File: config.mk
export PLATFORM = sky130hd
export DESIGN_NAME = alu_issue_stage
export DESIGN_NICKNAME = d
export VERILOG_FILES = /design/src/rtl/alu_pkg.sv /design/src/rtl/alu_fwd_mux.sv /design/src/rtl/alu_issue_stage.sv
export SDC_FILE = /design/constraint.sdc
export NUM_CORES = 1
export LEC_CHECK = 0
export CELL_PAD_IN_SITES_DETAIL_PLACEMENT = 1
export CELL_PAD_IN_SITES_GLOBAL_PLACEMENT = 1
export CORE_ASPECT_RATIO = 1.1
export CORE_MARGIN = 1.5
export CORE_UTILIZATION = 35
export CTS_CLUSTER_DIAMETER = 60
export DETAILED_ROUTE_END_ITERATION = 7
export PLACE_DENSITY_LB_ADDON = 0.1
export REMOVE_ABC_BUFFERS = 1
export SETUP_SLACK_MARGIN = 0.1
export SYNTH_ARGS = -nofsm -noshare
export SYNTH_HDL_FRONTEND = slang
export SYNTH_SLANG_ARGS = --single-unit
File: constraint.sdc
create_clock -name Clock -period 2.73 [get_ports Clock]
set_input_delay 0.273 -clock Clock [delete_from_list [all_inputs] [get_ports Clock]]
set_output_delay 0.273 -clock Clock [all_outputs]
set_load 0.02 [all_outputs]
File: src/rtl/alu_pkg.sv
// rtl/alu_pkg.sv - shared widths, opcodes, state and skid-entry types for the ALU issue stage
package alu_pkg;

    localparam int DATA_W = 16;
    localparam int REG_AW = 3;
    localparam int OP_W   = 3;

    localparam logic [OP_W-1:0] ALU_NOP = 3'd0;
    localparam logic [OP_W-1:0] ALU_ADD = 3'd1;
    localparam logic [OP_W-1:0] ALU_SUB = 3'd2;
    localparam logic [OP_W-1:0] ALU_OR  = 3'd3;
    localparam logic [OP_W-1:0] ALU_AND = 3'd4;
    localparam logic [OP_W-1:0] ALU_SHL = 3'd5;
    localparam logic [OP_W-1:0] ALU_SHR = 3'd6;
    localparam logic [OP_W-1:0] ALU_XOR = 3'd7;

    typedef enum logic [1:0] {
        ST_EMPTY = 2'd0,
        ST_ONE   = 2'd1,
        ST_FULL  = 2'd2
    } issue_state_t;

    typedef struct packed {
        logic [OP_W-1:0]   op;
        logic [REG_AW-1:0] rs1;
        logic [REG_AW-1:0] rs2;
        logic [REG_AW-1:0] rd;
        logic [DATA_W-1:0] rs1d;
        logic [DATA_W-1:0] rs2d;
        logic [DATA_W-1:0] imm;
        logic              useimm;
        logic              we;
    } issue_op_t;

endpackage

File: src/rtl/alu_fwd_mux.sv
// rtl/alu_fwd_mux.sv - priority operand select for one source: R0, then EX, then WB, then regfile
module alu_fwd_mux
    import alu_pkg::*;
(
    input  logic [REG_AW-1:0] src,
    input  logic [DATA_W-1:0] raw,
    input  logic              ex_en,
    input  logic [REG_AW-1:0] ex_rd,
    input  logic [DATA_W-1:0] ex_data,
    input  logic              wb_en,
    input  logic [REG_AW-1:0] wb_rd,
    input  logic [DATA_W-1:0] wb_data,
    output logic [DATA_W-1:0] data
);

    always_comb begin
        data = raw;
        if (src == '0) begin
            data = '0;
        end else if (ex_en && (ex_rd == src)) begin
            data = ex_data;
        end else if (wb_en && (wb_rd == src)) begin
            data = wb_data;
        end
    end

endmodule

File: src/rtl/alu_issue_stage.sv
// rtl/alu_issue_stage.sv - ALU issue stage with operand forwarding and 2-entry skid buffer
// Optional perf counters (IssueCount/StallCount) are built when ALU_ISSUE_PERF_EN is defined.
module alu_issue_stage
    import alu_pkg::*;
(
    input  logic              Clock,
    input  logic              ResetN,
    input  logic              Flush,
    input  logic              InValid,
    output logic              InReady,
    input  logic [OP_W-1:0]   InALUOp,
    input  logic [REG_AW-1:0] InRs1,
    input  logic [REG_AW-1:0] InRs2,
    input  logic [REG_AW-1:0] InRd,
    input  logic [DATA_W-1:0] InRs1Data,
    input  logic [DATA_W-1:0] InRs2Data,
    input  logic [DATA_W-1:0] InImm,
    input  logic              InUseImm,
    input  logic              InWriteEn,
    input  logic [DATA_W-1:0] ExResult,
    input  logic              WbValid,
    input  logic [REG_AW-1:0] WbRd,
    input  logic [DATA_W-1:0] WbData,
    output logic              OutValid,
    input  logic              OutReady,
    output logic [DATA_W-1:0] FirstInput,
    output logic [DATA_W-1:0] SecondInput,
    output logic [OP_W-1:0]   ALUOp,
    output logic [REG_AW-1:0] OutRd,
    output logic              OutWriteEn
`ifdef ALU_ISSUE_PERF_EN
    ,
    output logic [15:0]       IssueCount,
    output logic [15:0]       StallCount
`endif
);

    issue_state_t state_q, state_d;
    issue_op_t    skid_q;
    issue_op_t    in_op;
    issue_op_t    src_op;
    logic         in_ready_q;
    logic         accept, consume;
    logic         load_out, load_from_skid, load_skid;
    logic [DATA_W-1:0] fwd_a, fwd_b;

    assign OutValid = (state_q != ST_EMPTY);
    assign InReady  = in_ready_q;
    assign accept   = InValid && in_ready_q;
    assign consume  = OutValid && OutReady;

    always_comb begin
        in_op.op     = InALUOp;
        in_op.rs1    = InRs1;
        in_op.rs2    = InRs2;
        in_op.rd     = InRd;
        in_op.rs1d   = InRs1Data;
        in_op.rs2d   = InRs2Data;
        in_op.imm    = InImm;
        in_op.useimm = InUseImm;
        in_op.we     = InWriteEn;
    end

    always_comb begin
        state_d        = state_q;
        load_out       = 1'b0;
        load_from_skid = 1'b0;
        load_skid      = 1'b0;
        case (state_q)
            ST_EMPTY: begin
                if (accept) begin
                    state_d  = ST_ONE;
                    load_out = 1'b1;
                end
            end
            ST_ONE: begin
                if (accept && consume) begin
                    load_out = 1'b1;
                end else if (accept) begin
                    state_d   = ST_FULL;
                    load_skid = 1'b1;
                end else if (consume) begin
                    state_d = ST_EMPTY;
                end
            end
            ST_FULL: begin
                if (consume) begin
                    state_d        = ST_ONE;
                    load_out       = 1'b1;
                    load_from_skid = 1'b1;
                end
            end
            default: state_d = ST_EMPTY;
        endcase
        // Flush wins over any accept or consume in the same cycle.
        if (Flush) begin
            state_d        = ST_EMPTY;
            load_out       = 1'b0;
            load_from_skid = 1'b0;
            load_skid      = 1'b0;
        end
    end

    assign src_op = load_from_skid ? skid_q : in_op;

    // Skid data is raw; it is resolved only when it moves into the output register.
    alu_fwd_mux u_fwd_a (
        .src     (src_op.rs1),
        .raw     (src_op.rs1d),
        .ex_en   (consume && OutWriteEn),
        .ex_rd   (OutRd),
        .ex_data (ExResult),
        .wb_en   (WbValid),
        .wb_rd   (WbRd),
        .wb_data (WbData),
        .data    (fwd_a)
    );

    alu_fwd_mux u_fwd_b (
        .src     (src_op.rs2),
        .raw     (src_op.rs2d),
        .ex_en   (consume && OutWriteEn),
        .ex_rd   (OutRd),
        .ex_data (ExResult),
        .wb_en   (WbValid),
        .wb_rd   (WbRd),
        .wb_data (WbData),
        .data    (fwd_b)
    );

    always_ff @(posedge Clock) begin
        if (!ResetN) begin
            state_q     <= ST_EMPTY;
            in_ready_q  <= 1'b1;
            skid_q      <= '0;
            FirstInput  <= '0;
            SecondInput <= '0;
            ALUOp       <= '0;
            OutRd       <= '0;
            OutWriteEn  <= 1'b0;
        end else begin
            state_q    <= state_d;
            in_ready_q <= (state_d != ST_FULL);
            if (load_skid) begin
                skid_q <= in_op;
            end
            if (Flush) begin
                ALUOp      <= '0;
                OutWriteEn <= 1'b0;
            end else if (load_out) begin
                FirstInput  <= fwd_a;
                SecondInput <= src_op.useimm ? src_op.imm : fwd_b;
                ALUOp       <= src_op.op;
                OutRd       <= src_op.rd;
                OutWriteEn  <= src_op.we;
            end
        end
    end

`ifdef ALU_ISSUE_PERF_EN
    always_ff @(posedge Clock) begin
        if (!ResetN) begin
            IssueCount <= '0;
            StallCount <= '0;
        end else begin
            if (consume && (IssueCount != 16'hFFFF)) begin
                IssueCount <= IssueCount + 16'd1;
            end
            if (OutValid && !OutReady && (StallCount != 16'hFFFF)) begin
                StallCount <= StallCount + 16'd1;
            end
        end
    end
`endif

endmodule

# After elaboration in Yosys (flattened, before gate mapping)
# Cells that the tools add are included.
classes:
  bitwise: 2
  n_eq_ne: 7
  reduce_logical: 14
  mux: 25
ops:
  columns: ["cell", "count"]
  rows:
  - ["16-bit two-way mux", 7]
  - ["62-bit two-way mux", 1]
  - ["3-bit == test", 4]
  - ["2-bit two-way mux", 6]
  - ["1-bit two-way mux", 9]
  - ["1-bit logical AND", 8]
  - ["3-bit logical NOT", 2]
  - ["2-bit one-hot mux with 3 select lines", 1]
  - ["1-bit one-hot mux with 3 select lines", 1]
  - ["2-bit by 1-bit == test with 1-bit output (second input constant)", 1]
  - ["2-bit == test (second input constant)", 1]
  - ["2-bit logical NOT", 1]
  - ["2-bit != test (second input constant)", 1]
  - ["1-bit NOT", 2]
  - ["2-bit AND reduction", 1]
  - ["2-bit nonzero test", 1]
  - ["2-bit OR reduction", 1]
totals:
  wordCells: 64
  register_bits: 104
  output_inout_bits: 41

# Logic depth before layout (Yosys ltp)
# Gate-level depths: netlist of run 1.
logic_depth:
  depth_word: 12
  ltp_mapped: 10
  ltp_nobuf: 6

# Cells and area by module
# From an unflattened synthesis of run 1, not the netlist that was laid out.
hier_totals:
  cells_unflattened: 723
  hier_area_um2: 5325.1
by_module_without_submodules:
  columns: ["module", "instances", "seq_area_each_um2", "area_per_inst_um2", "cells_per_inst"]
  rows:
  - ["alu_issue_stage", 1, 2082.0, 4459.3, 599]
  - ["alu_fwd_mux", 2, 0.0, 432.9, 62]

# Least setup slack after synthesis of run 1
# Ideal clock, no wire load.
synth_path:
  path_type: "reg-to-reg"
  start: "reg state_q[0]"
  end: "reg FirstInput[2]"
  setup_time_ps: 122
  path_slack_ps: 578
  arrival_time_ps: 2030
  synth_period_minus_slack_ps: 2152
  path_buffers: 3
  stages_incl_launch_ff: 10
  path_cell_list: "dfxtp_1 > buf_6 > nand4bb_4 > buf_6 > a2111oi_0 > o221ai_1 > clkbuf_1 > nor2_1 > a311oi_1 > a221o_1"
synth_between:
  elab_chain_cells: 11
synth_rtl:
  columns: ["item", "line", "rtl"]
  rows:
  - ["start, declared", "alu_issue_stage.sv:38", "issue_state_t state_q, state_d;"]
  - ["start signal, assigned", "alu_issue_stage.sv:142", "state_q <= state_d;"]
  - ["2-bit nonzero test", "alu_issue_stage.sv:47", "assign OutValid = (state_q != ST_EMPTY);"]
  - ["1-bit logical AND", "alu_issue_stage.sv:50", "assign consume = OutValid && OutReady;"]
  - ["1-bit two-way mux", "alu_issue_stage.sv:87", "if (consume) begin"]
  - ["1-bit two-way mux", "alu_issue_stage.sv:69", "case (state_q)"]
  - ["1-bit two-way mux", "alu_issue_stage.sv:96", "if (Flush) begin"]
  - ["62-bit two-way mux", "alu_issue_stage.sv:104", "assign src_op = load_from_skid ? skid_q : in_op;"]
  - ["3-bit == test", "alu_fwd_mux.sv:22", "end else if (wb_en && (wb_rd == src)) begin"]
  - ["1-bit logical AND", "alu_fwd_mux.sv:22", null]
  - ["16-bit two-way mux", "alu_fwd_mux.sv:22", null]
  - ["16-bit two-way mux", "alu_fwd_mux.sv:20", "end else if (ex_en && (ex_rd == src)) begin"]
  - ["16-bit two-way mux", "alu_fwd_mux.sv:18", "if (src == '0) begin"]
  - ["end signal, assigned", "alu_issue_stage.sv:151", "FirstInput <= fwd_a;"]
  - ["end, declared", "alu_issue_stage.sv:26", "output logic [DATA_W-1:0] FirstInput,"]
# Parallel ways exist; a longest one is shown, timed or not.
# A chain may end at the register's enable or synchronous reset.

# Worst setup path after layout of run 1
layout_path:
  start: "reg state_q[0]"
  end: "reg FirstInput[6]"
# The elaborated chain is that of the path after synthesis.

==> results of run 1 <==
layout make-up:
type / count / area (µm²)
fillers: 1833 / 7480
well taps: 196 / 245
clock inverters: 4 / 73.8
clock buffers: 12 / 256
repair buffers: 185 / 1820
multi-input cells: 515 / 3060
inverters: 9 / 33.8
flip-flops and latches: 104 / 2080
worst min path at each step:
| stage | start | end | depth (start not counted) |
|---|---|---|---|
| floorplan | OutReady | InReady | 1 |
| global placement | skid_q[16] | skid_q[16] | 2 |
| detailed placement | skid_q[9] | skid_q[9] | 2 |
| CTS | ResetN | state_q[0] | 4 |
| global route | skid_q[10] | skid_q[10] | 2 |
| finish | ResetN | state_q[0] | 4 |
critical path, delay by kind of cell (launching register included):
kind,cells,cell delay [ns]
AOI/OAI and AO/OA,4,0.90
buffers and inverters,3,0.56
DFF,1,0.50
and+or+nand+nor,2,0.42
cells in the mapped netlist, drive strengths merged (2+ instances only):
cell type / instances / area (µm²)
or2: 3 / 18.8
clkbuf: 43 / 165
nand3b: 2 / 15.0
nand2b: 3 / 18.8
nand3: 4 / 20.0
nand2: 174 / 653
a21boi: 62 / 465
a311oi: 20 / 175
buf: 13 / 90.1
nor4b: 3 / 56.3
a2111oi: 2 / 17.5
a221oi: 2 / 17.5
a21oi: 51 / 255
inv: 9 / 33.8
xnor2: 3 / 26.3
o211ai: 17 / 128
mux2i: 25 / 254
a21o: 2 / 15.0
o22ai: 16 / 100
dfxtp: 104 / 2080
o211a: 3 / 30.0
nor3: 3 / 15.0
o21ai: 20 / 100
nor2: 55 / 206
xor2: 4 / 35.0
a221o: 16 / 160
nor2b: 7 / 43.8
power breakdown:
group	internal [W]	switching (W)	total [W]
Clock	0.000858	0.000613	0.00147
Sequential	0.00157	0.0000437	0.00161
Combinational	0.000341	0.000336	0.000677
Total	0.00277	0.000993	0.00376
registers in the layout, summed over array words and instances, names as in the netlist:
signal / count
ALUOp: 3
FirstInput: 16
InReady: 1
OutRd: 3
OutWriteEn: 1
SecondInput: 16
skid_q: 62
state_q: 2
kinds of logic after synthesis:
kind of cell,Yosys count,synth area share (%)
AOI/OAI and AO/OA,219,28.8
xor gates and xnor gates,7,1.14
buffers and inverters,65,5.37
DFF,104,38.7
muxes,25,4.72
and+or+nand+nor,264,21.3
metrics by stage:
stage	hold WS, ns	power [W]
detailed placement	0.462	0.00232
floorplan	0.397	0.00190
CTS	0.445	0.00378
global route	0.486	0.00389
finish	0.452	0.00376
global placement	0.450	0.00231
per-layer routing:
metal  up-vias  global-route usage [%]  wire length (µm)
li1       2682                       -                 -
met1      2832                    31.2              8650
met2       148                    46.5             10600
met3        22                    3.79              1040
met4         0                    9.28               314
met5         -                       0                 0
timing repair:
item | in CTS | in global routing
setup endpoints to repair | 16 | 9
buffers inserted | 1 | 5
pin swaps | 1 | 2
==> out/metrics.csv, run 1 <==
stage,metric,value,unit
place,I/O Buffers,143,
clock_tree,worst skew pair latency,0.35,ns
power_and_ir_drop,Power Dens Cells,497,nW/µm²
setup_path,Worst R2R End,FirstInput[6],
die,Core Rows,47,
die,DIE AREA,16100,µm²
setup_path,highest-delay cell along the critical path,dfxtp_1,
setup_path,cell mode on critical path,buf_4,
synthesis,cell count after synthesis,684,
clock_tree,CTS sink count,104,
synthesis,Mapped Avg Cell Area,7.87,µm²
global_route,first-pass GRT wire length,32500,µm
timing,total negative setup slack,0,ns
timing,max_slew headroom,30.5,%
place,pre-CTS setup slack,-0.397,ns
clock_tree,CTS Hold Buffers Added,0,
global_route,total grt overflow,0,
clock_tree,CTS tree,built,
clock_tree,Num CTS Buffers,9,
finish,"leading cell type in the layout, fill and taps excluded",nand2_1,
finish,Diodes inserted,0,
finish,design area,7570,µm²
die,initial core utilization,35.7,%
run,max_cap viols,0,
finish,layout cells sized above 1,9.17,%
synthesis,Post-synth EDFFs,0,
die,Boundary Pins,144,
setup_path,startpoint types,flip-flop,
min_path,Hold Path Class,input pin to flip-flop,
synthesis,"FF+latch count, synth",104,
place,post-placement cell count,1003,
synthesis,"Primary FF master, synth",dfxtp_1,
setup_path,WP data required,2.98,ns
drt,drt pass-1 iters,4,
synthesis,Unique masters post-synth,51,
global_route,Total GRT Usage,25.9,%
setup_path,crit-path max cell delay,0.50,ns
finish,synth-to-layout area growth,40.7,%
setup_path,worst-path fanout max,14,
drt,DR iter-0 viols,241,
synthesis,YS warnings,0,
drt,final WL,20600,µm
place,dpl cell area,7180,µm²
timing,worst slew pin tran,1.04,ns
die,Die Y,133,µm
synthesis,synthesized cell area,5380,µm²
timing,count of pins over their slew limit,0,
power_and_ir_drop,Leakage,2.86,nW
drt,Final ANT Viol Nets,0,
setup_path,worst reg2reg path startpoint,state_q[0],
finish,fin nets,927,
timing,"Setup violations, final",0,
setup_path,"reg-to-reg slack, setup",0.23,ns
finish,final core utilization,50.3,%
timing,FMAX,399,MHz
clock_tree,Root Driver,clkbuf_16,
global_route,number of global-route vias before repair,6115,
drt,vias per inst,5.55,
timing,min Tclk post-route,2.50,ns
timing,Final Skew,0.00743,ns
finish,most frequent cells in the layout,"nand2_1, clkdlybuf4s50_1, dfxtp_1, a21boi_0, nor2_1",
place,routability-driven placement congestion ratio,0.810,
setup_path,Critical Path Source,state_q[0],
setup_path,Worst setup EP type,flip-flop,
global_route,largest net degree at the start of global routing,56,
clock_tree,Max Buffers Root-to-Sink,2,
drt,average routed wire per standard cell,20.1,µm
die,Core Area,15100,µm²
finish,"non-filler cells, final",1025,
outcome,status,"complete, no violations",
synthesis,Post-synth ARST share,0,%
timing,final worst slack,0.226,ns
power_and_ir_drop,worst vdd ir,0.264,mV
place,HPWL after DPL,13900,µm
drt,via count,5684,
timing,RSZ-0062 raised after global routing,no,
setup_path,R2R cell count,9,
setup_path,CP cell instances,"and4bb_2, buf_4, a2111oi_0, buf_4, o221ai_4, buf_12, nor2_1, a311oi_1, a221o_1",
synthesis,post-synthesis sequential area ratio,38.7,%
clock_tree,H-Tree Level Count,3,
clock_tree,"CTS clk-pin slew, worst paths",0.08,ns
clock_tree,cts repair resizes,0,
setup_path,WP data arrival,2.75,ns
setup_path,CP Class,flip-flop to flip-flop,
timing,Final Hold Vio Count,0,
timing,part of the cycle the worst path needs,91.7,%
setup_path,Worst setup endpoint,FirstInput[6],
drt,Remaining DRCs,0,
global_route,antenna violations before repair,0,
die,width of the chip,121,µm
No activity file was read; power rests on OpenSTA's default activity.
==> run 2, diff against run 1 <==
SLEW_MARGIN = 20   (was not set)
==> results of run 2 <==
No change in the layout: final DEF, timing and power equal those of run 1.
==> run 3, diff against run 2 <==
CAP_MARGIN = 15   (was not set)
==> results of run 3 <==
No change in the layout: final DEF, timing and power equal those of run 1.
==> RTL edit 1: new RTL, settings of run 1 <==
`DATA_W`: 16 -> 14.
--- a/src/rtl/alu_pkg.sv
+++ b/src/rtl/alu_pkg.sv
@@ -1,7 +1,7 @@
 // rtl/alu_pkg.sv - shared widths, opcodes, state and skid-entry types for the ALU issue stage
 package alu_pkg;
 
-    localparam int DATA_W = 16;
+    localparam int DATA_W = 14;
     localparam int REG_AW = 3;
     localparam int OP_W   = 3;
 
Ports: changed (7 resized); port bits go from 144 to 130. The function was not compared with the original's and may differ.
==> RTL edit 1 against run 1 <==
- total power down 11%
- area after synthesis down 7.0%
- clock power down 19%
- final area down 10%
- worst setup slack better by 0.20 ns
- sequential cell count down 10
- wire length down 14%
- synthesized cell count down 11%
- final cell count down 11%
- sequential share of layout area up 0.15 points
- count of clock-buffer cells in the layout unchanged
==> RTL edit 1: results (changes against run 1) <==
* Area after DPL at 6540 um^2 (-9.0%)
* Post-synthesis sequential area ratio at 37.6% (-1.1 points)
* Syn_area_per_cell at 8.21 um^2 (+4.4%)
* Met1 Usage GRT at 29.3% (-2.0 points)
* M2 GR Usage at 42.6% (-3.9 points)
* Detailed placement HPWL at 12300 um (-12%)
* Outcome: complete, no violations
* Post-synth top cells: nand2_1, dfxtp_1, a21oi_1, mux2_2, mux2i_1
* Worst-path fanout max at 13 (-1)
* Largest net degree at the start of global routing at 60 (+7.1%)
* Total track usage at 24.1% (-1.9 points)
* Wire length on met2 at 8780 um (-17%)
* Arrival time worst endpoint at 2.53 ns (-0.22 ns)
* Compound-Gate Fraction of Synth Area at 20.0% (-8.8 points)
* Drt total wl at 17700 um (-14%)
* Routed length on met3 at 824 um (-21%)
* Xor/xnor cell area share of the yosys netlist at 1.05% (-0.089 points)
* NumNets Final at 816 (-12%)
* Worst Hold Class: reg2reg
* Initial DRC Count at 226 (-6.2%)
* Final clock skew at 0.00895 ns (+0.00153 ns)
* Drt first pass iters at 5 (+1)
* Post-synthesis cell count at 609 (-11%)
* Vias in the first global route at 5326 (-13%)
* Clock buf/inv share at 3.95% (-0.41 points)
* Inverter count at 7 (-2)
* Post-synthesis mux area share at 17.3% (+13 points)
* First-pass GRT wire length at 27700 um (-15%)
* Multi-input gates at 461 (-10%)
* Met3 Use GR at 3.86% (+0.069 points)
* Pre-CTS setup slack at 0.152 ns (+0.549 ns)
* Crit path largest cell delay at 0.45 ns (-0.05 ns)
* Non-clock buffering overhead at 22.0% (-2.0 points)
* Netlist cell types at 48 (-5.9%)
* Final Core Density at 48.9% (-1.3 points)
* Routed len/inst at 19.3 um (-4.1%)
* Top sig layer: met5
* DRT met1 WL at 7620 um (-12%)
* IO buf count at 129 (-9.8%)
* Top Registers: skid_q x56, FirstInput x14, SecondInput x14
* Fraction of area in multi-input gates at 42.5% (+2.1 points)
* Slew @ Worst Pin at 1.19 ns (+0.148 ns)
* # fillers at 1676 (-8.6%)
* Seq area share at 27.6% (+0.15 points)
* Share of layout cells above drive strength 1 at 13.5% (+4.3 points)
* Top cells by area, synth: dfxtp_1, nand2_1, mux2_2
* Postcts setup bufs at 0 (-1)
[RTL edit 1: cell count changes after synthesis, sizes merged, moves of 15 or more]
cell / delta
a21boi: -62
nor2: -43
mux2: +42
a311oi: -20
a31oi: +16
o211ai: -16
o22ai: -16
a221o: -15
a22oi: +15
[RTL edit 1: path summary, 6_finish.rpt]
check,start,endpoint,slack (ns),cells after the start
min reg2reg,skid_q[22],skid_q[22],0.45,2
max reg2reg,state_q[1],FirstInput[1],0.42,7
min,skid_q[22],skid_q[22],0.45,2
max,state_q[1],FirstInput[1],0.42,7
[RTL edit 1: where the power goes]
group | internal, uW | switching [uW] | total (uW)
logic | 339 | 339 | 678
clock network | 640 | 547 | 1190
registers | 1430 | 44.1 | 1470
[RTL edit 1: worst register-to-register path, stage by stage, from the launching register on]
cell and delay, ns:
dfxtp_1 0.45, and4bb_4 0.37, mux2i_1 0.39, o221ai_1 0.27, nor2_2 0.22, buf_12 0.19
mux2i_1 0.22, o21ai_1 0.08
==> RTL edit 2: new RTL, config.mk and constraints of run 1 <==
Without the edit above. The 3 states of `issue_state_t` get a one-hot encoding in 3 bits.
--- a/src/rtl/alu_pkg.sv
+++ b/src/rtl/alu_pkg.sv
@@ -14,10 +14,10 @@
     localparam logic [OP_W-1:0] ALU_SHR = 3'd6;
     localparam logic [OP_W-1:0] ALU_XOR = 3'd7;
 
-    typedef enum logic [1:0] {
-        ST_EMPTY = 2'd0,
-        ST_ONE   = 2'd1,
-        ST_FULL  = 2'd2
+    typedef enum logic [2:0] {
+        ST_EMPTY = 3'b001,
+        ST_ONE   = 3'b010,
+        ST_FULL  = 3'b100
     } issue_state_t;
 
     typedef struct packed {
Function: same outputs for any inputs over 4 cycles, from zero or initial values and one cycle with ResetN low; so few cycles prove little.
==> RTL edit 2 against run 1 <==
- count of clock-buffer cells in the layout shrank 2
- fmax grew 1.1%
- clock power shrank 3%
- final area shrank 0.93%
- die area grew 0.38%
- total power shrank 4.6%
- area after synthesis grew 0.40%
- sequential cell count grew 1
- worst setup slack gained 0.028 ns
- wire length shrank 6.9%
- first-iteration DRC count grew 9.5%
==> RTL edit 2: results (changes against run 1) <==
* First-pass GRT wire length at 30500 um (-6.1%)
* P_leak at 0.00298 uW (+4.1%)
* Vias in the first global route at 5801 (-5.1%)
* Final clock skew at 0.00486 ns (-0.00257 ns)
* Routed len/inst at 18.8 um (-6.6%)
* VDD IR max at 0.309 mV (+17%)
* RePlAce Congestion at 0.896 (+11%)
* NumNets Final at 925 (-0.22%)
* Share of layout cells above drive strength 1 at 10.2% (+1.0 points)
* Worst-skew pair later-pin latency at between 0.3 and 0.4 ns
* Arrival time worst endpoint at 2.74 ns (about the same)
* Final setup vio count at 0 (unchanged)
* Top Registers: skid_q x62, FirstInput x16, SecondInput x16
* Total number of vias at 5425 (-4.6%)
* Antenna violations before repair at 0 (unchanged)
* Netlist cell types at 47 (-7.8%)
* Detailed placement HPWL at 13500 um (-2.9%)
* Post-synth top cells: nand2_1, dfxtp_1, a21oi_1, clkbuf_1, mux2i_1
* Initial DRC Count at 264 (+9.5%)
* Root buffer cell: clkbuf_16
* Top cells by area, synth: dfxtp_1, nand2_1, mux2i_1
* Ys flop type: dfxtp_1
* Postcts setup bufs at 0 (-1)
* Drt first pass iters at 4 (unchanged)
* Post-synthesis sequential area ratio at 38.9% (+0.22 points)
* Area after DPL at 7170 um^2 (-0.17%)
* Outcome: complete, no violations
* Async S/R FF share, synth at 0% (unchanged)
* ANT cells at 0 (unchanged)
* # H-tree levels at 3 (unchanged)
* Max Root-Sink Buffers at 2 (unchanged)
* Slew @ Worst Pin at 0.858 ns (-0.180 ns)
* Total CTS buffers at 9 (unchanged)
* Warnings, synthesis at 0 (unchanged)
* Worst Hold Class: reg2reg
* PD cells at 479 nW/um^2 (-3.7%)
* IO buf count at 143 (unchanged)
* Total track usage at 24.2% (-1.7 points)
* Clock Pin Slew Worst Setup and Hold Paths at about 0.070 ns
* # fillers at 1838 (+0.27%)
* Worst-path fanout max at 16 (+2)
* Largest net degree at the start of global routing at 63 (+13%)
[RTL edit 2: changes by cell type after synthesis, moves of 11 or more]
cell / delta
nor2_1: -41
o2bb2ai_1: +15
mux2i_1: +11
o21ai_0: -18
a311oi_1: -13
o211ai_1: -15
nand2_1: +81
inv_1: +14
mux2_2: +17
a21boi_0: -52
o22ai_1: -14
[RTL edit 2: where the power goes]
group	internal [uW]	switching, uW
logic	301	264
registers	1560	30.7
clock network	825	606
total	2690	901
[RTL edit 2: cells by family (layout without fill, tap and decap cells)]
logic type	count (synthesis)	in the layout	synth area share, %
and+or+nand+nor	308	308	23.6
AOI/OAI and AO/OA	141	141	19.9
DFF	105	105	38.9
buffers and inverters	71	208	5.61
muxes	52	52	10.0
xor gates and xnor gates	12	12	1.95
[RTL edit 2: repair_timing]
action                     in CTS  in global routing
gates resized for setup         3                  1
hold endpoints to repair        0                  0
setup endpoints to repair      19                  3
[RTL edit 2: through the flow]
step / cells / hold slack (ns) / worst slack [ns] / setup TNS, ns / power, uW
CTS: 1022 / 0.456 / 0.169 / 0 / 3610
global route: 1022 / 0.475 / 0.153 / 0 / 3710
finish: 1022 / 0.457 / 0.254 / 0 / 3590
floorplan: 642 / 0.400 / -2.57 / -179.43 / 1850
global placement: 1007 / 0.441 / 0.0654 / 0 / 2180
detailed placement: 1007 / 0.446 / -0.0298 / -0.114 / 2190
[RTL edit 2: worst paths after layout]
check	start	to	slack, ns	depth (start not counted)
worst max-delay path	state_q[0]	FirstInput[4]	0.25	7
worst min-delay path	skid_q[18]	skid_q[18]	0.46	2
worst max register to register	state_q[0]	FirstInput[4]	0.25	7
worst min register to register	skid_q[18]	skid_q[18]	0.46	2
[RTL edit 2: final cells by class]
class | instances | share of cell area [%]
timing repair buffer | 169 | 22.5
clock inverter | 5 | 1.05
clock buffer | 10 | 3.19
inverter | 24 | 1.20
tap | 196 | 3.27
multi-input combinational | 513 | 40.7
sequential | 105 | 28.0
[RTL edit 2: critical path: stages (launching register included)]
cell and delay (ns):
dfxtp_2 0.42, or3b_4 0.44, nor2_4 0.14, o21a_2 0.25
nand4_1 0.12, or4_1 0.60, buf_12 0.20, o221ai_1 0.22
[RTL edit 2: metal layers]
layer	global-route usage, %	wire length [um]	vias to the layer above	part of all wire, %
met5	0	0	-	0
met4	7.52	421	0	2.2
met3	3.47	734	25	3.8
met2	43.7	9650	128	50
met1	29.4	8390	2645	44
li1	-	-	2627	-
